===== src/rtl/decode.sv =====
// -----------------------------------------------------------------------------
// decode -- MIPS-subset instruction decode stage with register file and ID/EX
// pipeline register.
//
// Supported instructions: add (R-type funct 0x20), sub (R-type funct 0x22),
// addi (0x08), lw (0x23), sw (0x2B). Any other opcode/funct is consumed,
// raises a one-cycle ilegal pulse and loads a bubble into the ID/EX register.
//
// Ports:
//   clock, reset            rising-edge clock, asynchronous active-low reset
//   instruccion[31:0]       incoming instruction word
//   instruccion_valida      incoming word present
//   instruccion_lista       stage accepts the word this cycle
//   wb_escribe/registro/dato  writeback port into the register file
//   ex_listo                execute stage accepts the current bundle
//   valido                  ID/EX bundle valid
//   registro_1/registro_2   rs/rt operands
//   sign_extend             sign-extended immediate
//   sel                     ALU B source (0 = registro_2, 1 = sign_extend)
//   op                      ALU operation (0 = add, 1 = sub)
//   reg_destino             destination register
//   escribe_reg/lee_mem/escribe_mem  control bits
//   ilegal                  one-cycle illegal-instruction pulse
//
// Configuration macro: DECODE_BYPASS_EN -- when defined, a register read in
// the same cycle as a writeback to the same (non-zero) register returns the
// writeback data instead of the old contents. Port list is identical.
// -----------------------------------------------------------------------------
module decode (
    input  logic        clock,
    input  logic        reset,
    input  logic [31:0] instruccion,
    input  logic        instruccion_valida,
    output logic        instruccion_lista,
    input  logic        wb_escribe,
    input  logic [4:0]  wb_registro,
    input  logic [31:0] wb_dato,
    input  logic        ex_listo,
    output logic        valido,
    output logic [31:0] registro_1,
    output logic [31:0] registro_2,
    output logic [31:0] sign_extend,
    output logic        sel,
    output logic        op,
    output logic [4:0]  reg_destino,
    output logic        escribe_reg,
    output logic        lee_mem,
    output logic        escribe_mem,
    output logic        ilegal
);

    localparam logic [5:0] OPC_RTYPE = 6'h00;
    localparam logic [5:0] OPC_ADDI  = 6'h08;
    localparam logic [5:0] OPC_LW    = 6'h23;
    localparam logic [5:0] OPC_SW    = 6'h2B;
    localparam logic [5:0] FUN_ADD   = 6'h20;
    localparam logic [5:0] FUN_SUB   = 6'h22;

    typedef enum logic {NORMAL, BURBUJA} estado_t;
    estado_t estado;

    // Instruction fields
    logic [5:0]  opcode, funct;
    logic [4:0]  rs, rt, rd;
    logic [15:0] imm;

    assign opcode = instruccion[31:26];
    assign rs     = instruccion[25:21];
    assign rt     = instruccion[20:16];
    assign rd     = instruccion[15:11];
    assign imm    = instruccion[15:0];
    assign funct  = instruccion[5:0];

    // -------------------------------------------------------------------------
    // Register file
    // -------------------------------------------------------------------------
    logic [31:0] rf [32];

    // NOTE: the register file is cleared by the asynchronous reset, which
    // forces it into flops rather than a RAM macro; that is intentional since
    // the pipeline relies on every register reading 0 after reset.
    always_ff @(posedge clock or negedge reset) begin
        if (!reset) begin
            for (int i = 0; i < 32; i++) rf[i] <= '0;
        end else if (wb_escribe && (wb_registro != 5'd0)) begin
            rf[wb_registro] <= wb_dato;
        end
    end

    logic [31:0] rs_dato, rt_dato;

    // NOTE: combinational blocks use blocking assignments and give every
    // output a default first so no latch can be inferred.
    always_comb begin
        rs_dato = (rs == 5'd0) ? 32'd0 : rf[rs];
        rt_dato = (rt == 5'd0) ? 32'd0 : rf[rt];
`ifdef DECODE_BYPASS_EN
        if (wb_escribe && (wb_registro != 5'd0) && (wb_registro == rs)) rs_dato = wb_dato;
        if (wb_escribe && (wb_registro != 5'd0) && (wb_registro == rt)) rt_dato = wb_dato;
`endif
    end

    // -------------------------------------------------------------------------
    // Instruction decode
    // -------------------------------------------------------------------------
    logic       legal, usa_rt;
    logic       d_sel, d_op, d_er, d_lm, d_em;
    logic [4:0] d_dest;

    always_comb begin
        legal  = 1'b0;
        usa_rt = 1'b0;
        d_sel  = 1'b0;
        d_op   = 1'b0;
        d_er   = 1'b0;
        d_lm   = 1'b0;
        d_em   = 1'b0;
        d_dest = 5'd0;
        unique case (opcode)
            OPC_RTYPE: begin
                usa_rt = 1'b1;
                if (funct == FUN_ADD || funct == FUN_SUB) begin
                    legal  = 1'b1;
                    d_op   = (funct == FUN_SUB);
                    d_dest = rd;
                    d_er   = 1'b1;
                end
            end
            OPC_ADDI, OPC_LW: begin
                legal  = 1'b1;
                d_sel  = 1'b1;
                d_dest = rt;
                d_er   = 1'b1;
                d_lm   = (opcode == OPC_LW);
            end
            OPC_SW: begin
                legal  = 1'b1;
                usa_rt = 1'b1;
                d_sel  = 1'b1;
                d_em   = 1'b1;
            end
            default: ;
        endcase
    end

    // -------------------------------------------------------------------------
    // Handshake and load-use hazard
    // -------------------------------------------------------------------------
    logic avanza, hazard, acepta;

    // The bundle moves on when execute takes it or when it holds nothing.
    assign avanza = ex_listo || !valido;

    // A load in ID/EX whose target is needed by the incoming word: hold the
    // word one cycle and insert a bubble so the load data can be forwarded.
    assign hazard = instruccion_valida && valido && lee_mem && (reg_destino != 5'd0) &&
                    ((rs == reg_destino) || (usa_rt && (rt == reg_destino)));

    // Gating with reset keeps the stage from accepting anything while held.
    assign instruccion_lista = reset && avanza && !hazard;
    assign acepta            = instruccion_valida && instruccion_lista;

    // -------------------------------------------------------------------------
    // Hazard FSM and ID/EX register
    // -------------------------------------------------------------------------
    always_ff @(posedge clock or negedge reset) begin
        if (!reset) begin
            estado      <= NORMAL;
            valido      <= 1'b0;
            registro_1  <= '0;
            registro_2  <= '0;
            sign_extend <= '0;
            sel         <= 1'b0;
            op          <= 1'b0;
            reg_destino <= '0;
            escribe_reg <= 1'b0;
            lee_mem     <= 1'b0;
            escribe_mem <= 1'b0;
            ilegal      <= 1'b0;
        end else if (avanza) begin
            unique case (estado)
                NORMAL:  if (hazard) estado <= BURBUJA;
                BURBUJA: estado <= NORMAL;
                default: estado <= NORMAL;
            endcase

            // An illegal word always leaves a bubble, so the pulse clears on
            // the following cycle, which is guaranteed to advance.
            ilegal <= acepta && !legal;

            if (acepta && legal) begin
                valido      <= 1'b1;
                registro_1  <= rs_dato;
                registro_2  <= rt_dato;
                sign_extend <= {{16{imm[15]}}, imm};
                sel         <= d_sel;
                op          <= d_op;
                reg_destino <= d_dest;
                escribe_reg <= d_er;
                lee_mem     <= d_lm;
                escribe_mem <= d_em;
            end else begin
                valido      <= 1'b0;
                registro_1  <= '0;
                registro_2  <= '0;
                sign_extend <= '0;
                sel         <= 1'b0;
                op          <= 1'b0;
                reg_destino <= '0;
                escribe_reg <= 1'b0;
                lee_mem     <= 1'b0;
                escribe_mem <= 1'b0;
            end
        end
    end

endmodule


===== config.mk =====
export PLATFORM = sky130hd
export DESIGN_NAME = decode
export DESIGN_NICKNAME = d
export VERILOG_FILES = /design/src/rtl/decode.sv
export SDC_FILE = /design/constraint.sdc
export NUM_CORES = 2
export LEC_CHECK = 0
export CORE_ASPECT_RATIO = 0.5
export CORE_UTILIZATION = 55
export DETAILED_ROUTE_END_ITERATION = 8
export PLACE_DENSITY_LB_ADDON = 0.25
export SYNTH_ARGS = -nofsm -noshare
export SYNTH_HDL_FRONTEND = slang
export SYNTH_SLANG_ARGS = --single-unit

===== constraint.sdc =====
create_clock -name clock -period 2.78 [get_ports clock]
set_clock_uncertainty 0.15 [all_clocks]
set_input_delay 0.417 -clock clock [delete_from_list [all_inputs] [get_ports clock]]
set_output_delay 0.417 -clock clock [all_outputs]
set_load 0.01 [all_outputs]

# After elaboration in Yosys (flattened, before gate mapping)
# Index checks and enable logic that the tools add are counted.
# Widths: inputs -> output; s select.
dict set report op_classes {
  order_cmp 4
  eq_ne 7
  n_mux 32
  n_bitwise 3
  n_reduce_logical 26
}
# op count
set ops {}
lappend ops {{$bwmux 1024} 1}
lappend ops {{$bmux 32 s5} 2}
lappend ops {{$mux 32} 10}
lappend ops {{$demux 32 s5} 1}
lappend ops {{$eq 6x6->1 const B} 4}
lappend ops {{$ge 6x6->1 const B} 3}
lappend ops {{$not 5->6} 3}
lappend ops {{$mux 1} 13}
lappend ops {{$logic_and 1x1->1} 12}
lappend ops {{$eq 5x5->1} 2}
lappend ops {{$logic_not 5->1} 2}
lappend ops {{$mux 5} 2}
lappend ops {{$pmux 5 s2} 1}
lappend ops {{$reduce_bool 5->1} 2}
lappend ops {{$eq 6x4->1 const B} 1}
lappend ops {{$logic_not 6->1} 1}
lappend ops {{$lt 6x1->1 const B} 1}
lappend ops {{$pmux 1 s2} 2}
lappend ops {{$reduce_or 2->1} 2}
lappend ops {{$logic_not 1->1} 3}
lappend ops {{$logic_or 1x1->1} 3}
lappend ops {{$reduce_or 3->1} 1}
dict set report totals {
  register_bits 1132
  inputBits 74
  out_inout_bits 109
  elab_cells 115
}

# Depth between registers and ports, before layout
dict set report depth {
  word_depth 11
  ltp_mapped 10
}

# Worst setup path after synthesis
# Ideal clock, no wire load.
dict set report synth_path {
  path_kind {input -> register}
  from {input port instruccion[22]}
  to {register registro_1[14]}
  arrival_time_ps 2178
  slack_ps 330
  stages 8
  path_cell_list {buf_2 -> buf_2 -> buf_2 -> buf_2 -> mux4_2 -> a211oi_1 -> nand2_1 -> a32o_1}
}
dict set report synth_via {
  elab_chain_len 8
  elab_cells_between_ends 14
  classes_between {eq/ne (1); mux (5); bitwise (1); reduce/logical (7)}
}
# element line_no
set synth_rtl {}
lappend synth_rtl {{from (decl)} 32} ;# input logic [31:0] instruccion,
lappend synth_rtl {{parallel branches: the longest is 7 deep, another holds $bmux 32 s5} --}
lappend synth_rtl {{$mux 32 *} 191} ;# if (acepta && legal) begin
lappend synth_rtl {{to (signal assigned)} 193} ;# registro_1 <= rs_dato;
lappend synth_rtl {{to (decl)} 40} ;# output logic [31:0] registro_1,
# Every way passes the cells marked *. The select of a mux whose other input is x is not followed.
# A chain may end at the register's enable or synchronous reset.

# Worst setup path after layout
dict set report layout_path {
  from {register reg_destino[2]}
  to {output port instruccion_lista}
}
dict set report layout_via {
  elab_chain_len 6
  elab_cells_between_ends 9
  classes_between {eq/ne (2); reduce/logical (7)}
}
# element line_no
set layout_rtl {}
lappend layout_rtl {{from (decl)} 45} ;# output logic [4:0] reg_destino,
lappend layout_rtl {{from (signal assigned)} 198} ;# reg_destino <= d_dest;
lappend layout_rtl {{$eq 5x5->1} 157} ;# ((rs == reg_destino) || (usa_rt && (rt == reg_destino)));
lappend layout_rtl {{$logic_and 1x1->1} 157}
lappend layout_rtl {{$logic_or 1x1->1} 157}
lappend layout_rtl {{$logic_and 1x1->1 *} 156} ;# assign hazard = instruccion_valida && valido && lee_mem && (reg_destino != 5'd0) &&
lappend layout_rtl {{$logic_not 1->1 *} 160} ;# assign instruccion_lista = reset && avanza && !hazard;
lappend layout_rtl {{$logic_and 1x1->1 *} 160}
lappend layout_rtl {{to (decl)} 34} ;# output logic instruccion_lista,
# Mark *: on every way between the ends. The rest lies on a longest branch, timed or not.

==> impl_metrics.csv <==
group,metric,value,unit
global_routing,grt_usage,0.368,
timing,setup_tns,-0.106,ns
pwr,p_per_area,678,nW/um^2
yosys,synth_seq_area_share,0.483,
final_layout,nets,4252,
final_layout,ff_latch_area,27900,sq um
final_layout,largest_register_ffs,1024,
pwr,p_leak,29.4,nW
yosys,syn_area,57800,sq um
floorplan,coreArea,103000,sq um
flow_run,cap_violations,0,
setup_path,cp_data_required_time,2.21,ns
timing,slew_violations,0,
final_layout,fillers,7177,
final_layout,fin_cells,5671,
global_routing,grt_pass1_vias,40938,
floorplan,die_x,460,um
clock_network,path_clk_slew,0.07,ns
place,io_buffers,182,
final_layout,layout_common_cells,"dfrtp_1 (1115), mux2_2 (1075), mux4_2 (362), mux2i_1 (285), buf_4 (227)",
drt,ant_nets,0,
drt,drc,0,
outcome,status,"complete, but fails checks",
setup_path,crit_path_end_kind,"output pin",
global_routing,grt_pass1_wl,283000,um
clock_network,cts-htree-levels,3,
final_layout,multiInputGateArea,28000,sq um
setup_path,cp.arrival,2.32,ns
drt,drt_iter0_drc,4903,
drt,drt-pass1-iter-count,6,
place,hpwl,118000,um
place,place_congestion,0.884,
setup_path,r2r_cells,9,
setup_path,crit_chain,"buf_4, xor2_1, nor4_2, nand4_1, a21oi_4, nor3b_2, buf_2",
place,dp.cells,5468,
yosys,synth_cells,4005,
clock_network,cts_tree,"yes",
timing,finalSetupViolCount,1,
timing,period_share,1.04,
clock_network,cts_max_path_buffers,3,
yosys,synthArstFlopShare,1.00,
yosys,syn_avg_cell_area,14.4,sq um
timing,fmax,0.347,GHz
timing,worstMarginPinSlew,1.07,ns
floorplan,start_util,0.559,
final_layout,regMostFlops,"rf",
floorplan,rows,83,
timing,hold_ws,0.144,ns
hold_path,hp-class,"input pin to register",
clock_network,cts.sinks,1116,
drt,drt-wirelength-per-cell,34.1,um
setup_path,path_max_fanout,4,
floorplan,ios,183,
setup_path,critPathTopFamily,"simple AND/OR/NAND/NOR gates",
drt,vias,40464,
timing,slew_headroom,0.285,
clock_network,clock-root-buffer,"clkbuf_16",
yosys,syn_nets,4079,
timing,setup_ws,-0.106,ns
global_routing,gr-total-overflow,0,
yosys,yosys_warnings,0,
clock_network,clock_latency,0.73,ns
pwr,ir_drop,0.000490,V
yosys,synth_edf_count,0,
final_layout,syn2layout_area_growth,16.7,%
outcome,violations,"setup timing",
setup_path,r2r_start,"reg_destino[4]$_DFFE_PN0N_",
yosys,synth_seq_cells,1116,
global_routing,grt_max_degree,142,
timing,min_period,2.89,ns
yosys,synth-main-ff-cell,"dfrtp_1",
floorplan,die_height,231,um
yosys,ys_types,54,
pwr,total_power,45.7,mW
final_layout,drive_above_1_share,0.479,
setup_path,critPathKind,"register to output pin",
setup_path,crit_buf_inv,2,
setup_path,crit_slowest_cell,"dfrtp_1",
drt,avgViaCountPerCell,7.14,
setup_path,rrSetupSlack,0.10,ns
hold_path,holdPathStages,3,
drt,finalWirelength,193000,um
timing,grt_setup_unrepaired,"yes",
setup_path,regToRegEndpoint,"sign_extend[2]$_DFFE_PN0N_",
final_layout,fin_util,0.652,
global_routing,antenna_found_initial,7,
setup_path,startpoint_type,"register",
clock_network,cts_buffers,101,
final_layout,top_regs,"rf: 1024 flops, registro_1: 32 flops, registro_2: 32 flops",
hold_path,hold_path_end,"op$_DFFE_PN0N_",
final_layout,final_common_cell,"dfrtp_1",
hold_path,min-delay-start,"instruccion[1]",
timing,hold_viol_final,0,
floorplan,die-area,106000,sq um
setup_path,cp_slowest_stage_delay,0.38,ns
stage by stage:
| step | setup slack (ns) | area, sq um |
|---|---|---|
| detailed placement | -0.263 | 63600 |
| floorplan | 0.330 | 57800 |
| global route | -0.153 | 67400 |
| finish | -0.106 | 67400 |
| global placement | -0.304 | 63600 |
| CTS | -0.0906 | 67400 |
tightest hold or removal path, stage by stage:
cell and delay, ns:
clkdlybuf4s50_1 0.43, nand2_1 0.07, o21ai_1 0.05
cells by family after synthesis:
kind of cell | after synthesis | share of synthesized area
simple gates | 209 | 0.0169
mux | 1724 | 0.400
flops | 1116 | 0.483
buf+inv | 463 | 0.0357
compound gates | 483 | 0.0622
xor+xnor | 10 | 0.00152
how the worst max path moves through the flow:
| stage | from | end | slack [ns] | cells past startpoint |
|---|---|---|---|---|
| finish | reg_destino[2]$_DFFE_PN0N_ | instruccion_lista | -0.11 | 7 |
| detailed placement | instruccion[26] | registro_1[24]$_DFFE_PN0N_ | -0.26 | 7 |
| floorplan | instruccion[22] | registro_1[14]$_DFFE_PN0N_ | 0.33 | 8 |
| global placement | instruccion[26] | registro_1[10]$_DFFE_PN0N_ | -0.30 | 7 |
| CTS | reg_destino[1]$_DFFE_PN0N_ | instruccion_lista | -0.09 | 7 |
| global route | reg_destino[4]$_DFFE_PN0N_ | instruccion_lista | -0.15 | 7 |
cells in the mapped netlist (7+ instances only):
cell type	count	area share
a2111oi_0	16	0.0024
a2111oi_2	10	0.0026
a211oi_1	52	0.0068
a21oi_1	87	0.0075
a22o_1	67	0.010
a22oi_1	62	0.0081
a32o_1	13	0.0023
buf_1	58	0.0038
buf_2	111	0.0096
buf_4	30	0.0039
buf_6	10	0.0019
clkbuf_1	251	0.016
dfrtp_1	1116	0.48
mux2_2	1075	0.21
mux2i_1	285	0.049
mux4_2	362	0.14
nand2_1	101	0.0066
nor2_1	42	0.0027
nor2b_1	9	0.00097
nor3_1	12	0.0010
o21ai_1	10	0.00087
o221ai_1	64	0.0097
o22ai_1	82	0.0089
xor2_1	7	0.0011
repair_timing:
| action | CTS | global route |
|---|---|---|
| gates resized for setup | 10 | 2 |
| endpoints found under the setup margin | 30 | 1 |
| cloned | 0 | 0 |
| endpoints found under the hold margin | 75 | 0 |
| setup buffers | 3 | 3 |
| pin swaps | 5 | 6 |
| hold buffers | 3 | 0 |
final cells by class:
type,instances,area share
clock inverters,44,0.00906
diodes,6,0.000223
flip-flops and latches,1116,0.414
clock buffers,144,0.0456
inverters,3,0.000167
well taps,1402,0.0260
multi-input cells,2426,0.416
repair buffers,530,0.0887
metal layers:
layer  part of all wire  up-vias  track usage
li1                   -    15771            -
met1               0.39    21599        0.504
met2               0.45     2515        0.558
met3               0.11      575       0.0912
met4              0.048        4        0.166
met5            0.00012        -            0
power breakdown:
group,leakage [nW],switching [mW],internal [mW],total (mW)
Combinational,13.2,3.57,5.27,8.84
Sequential,14.4,2.25,19.1,21.3
Clock,1.79,6.63,8.93,15.6
No activity file was read; power rests on OpenSTA's default activity.
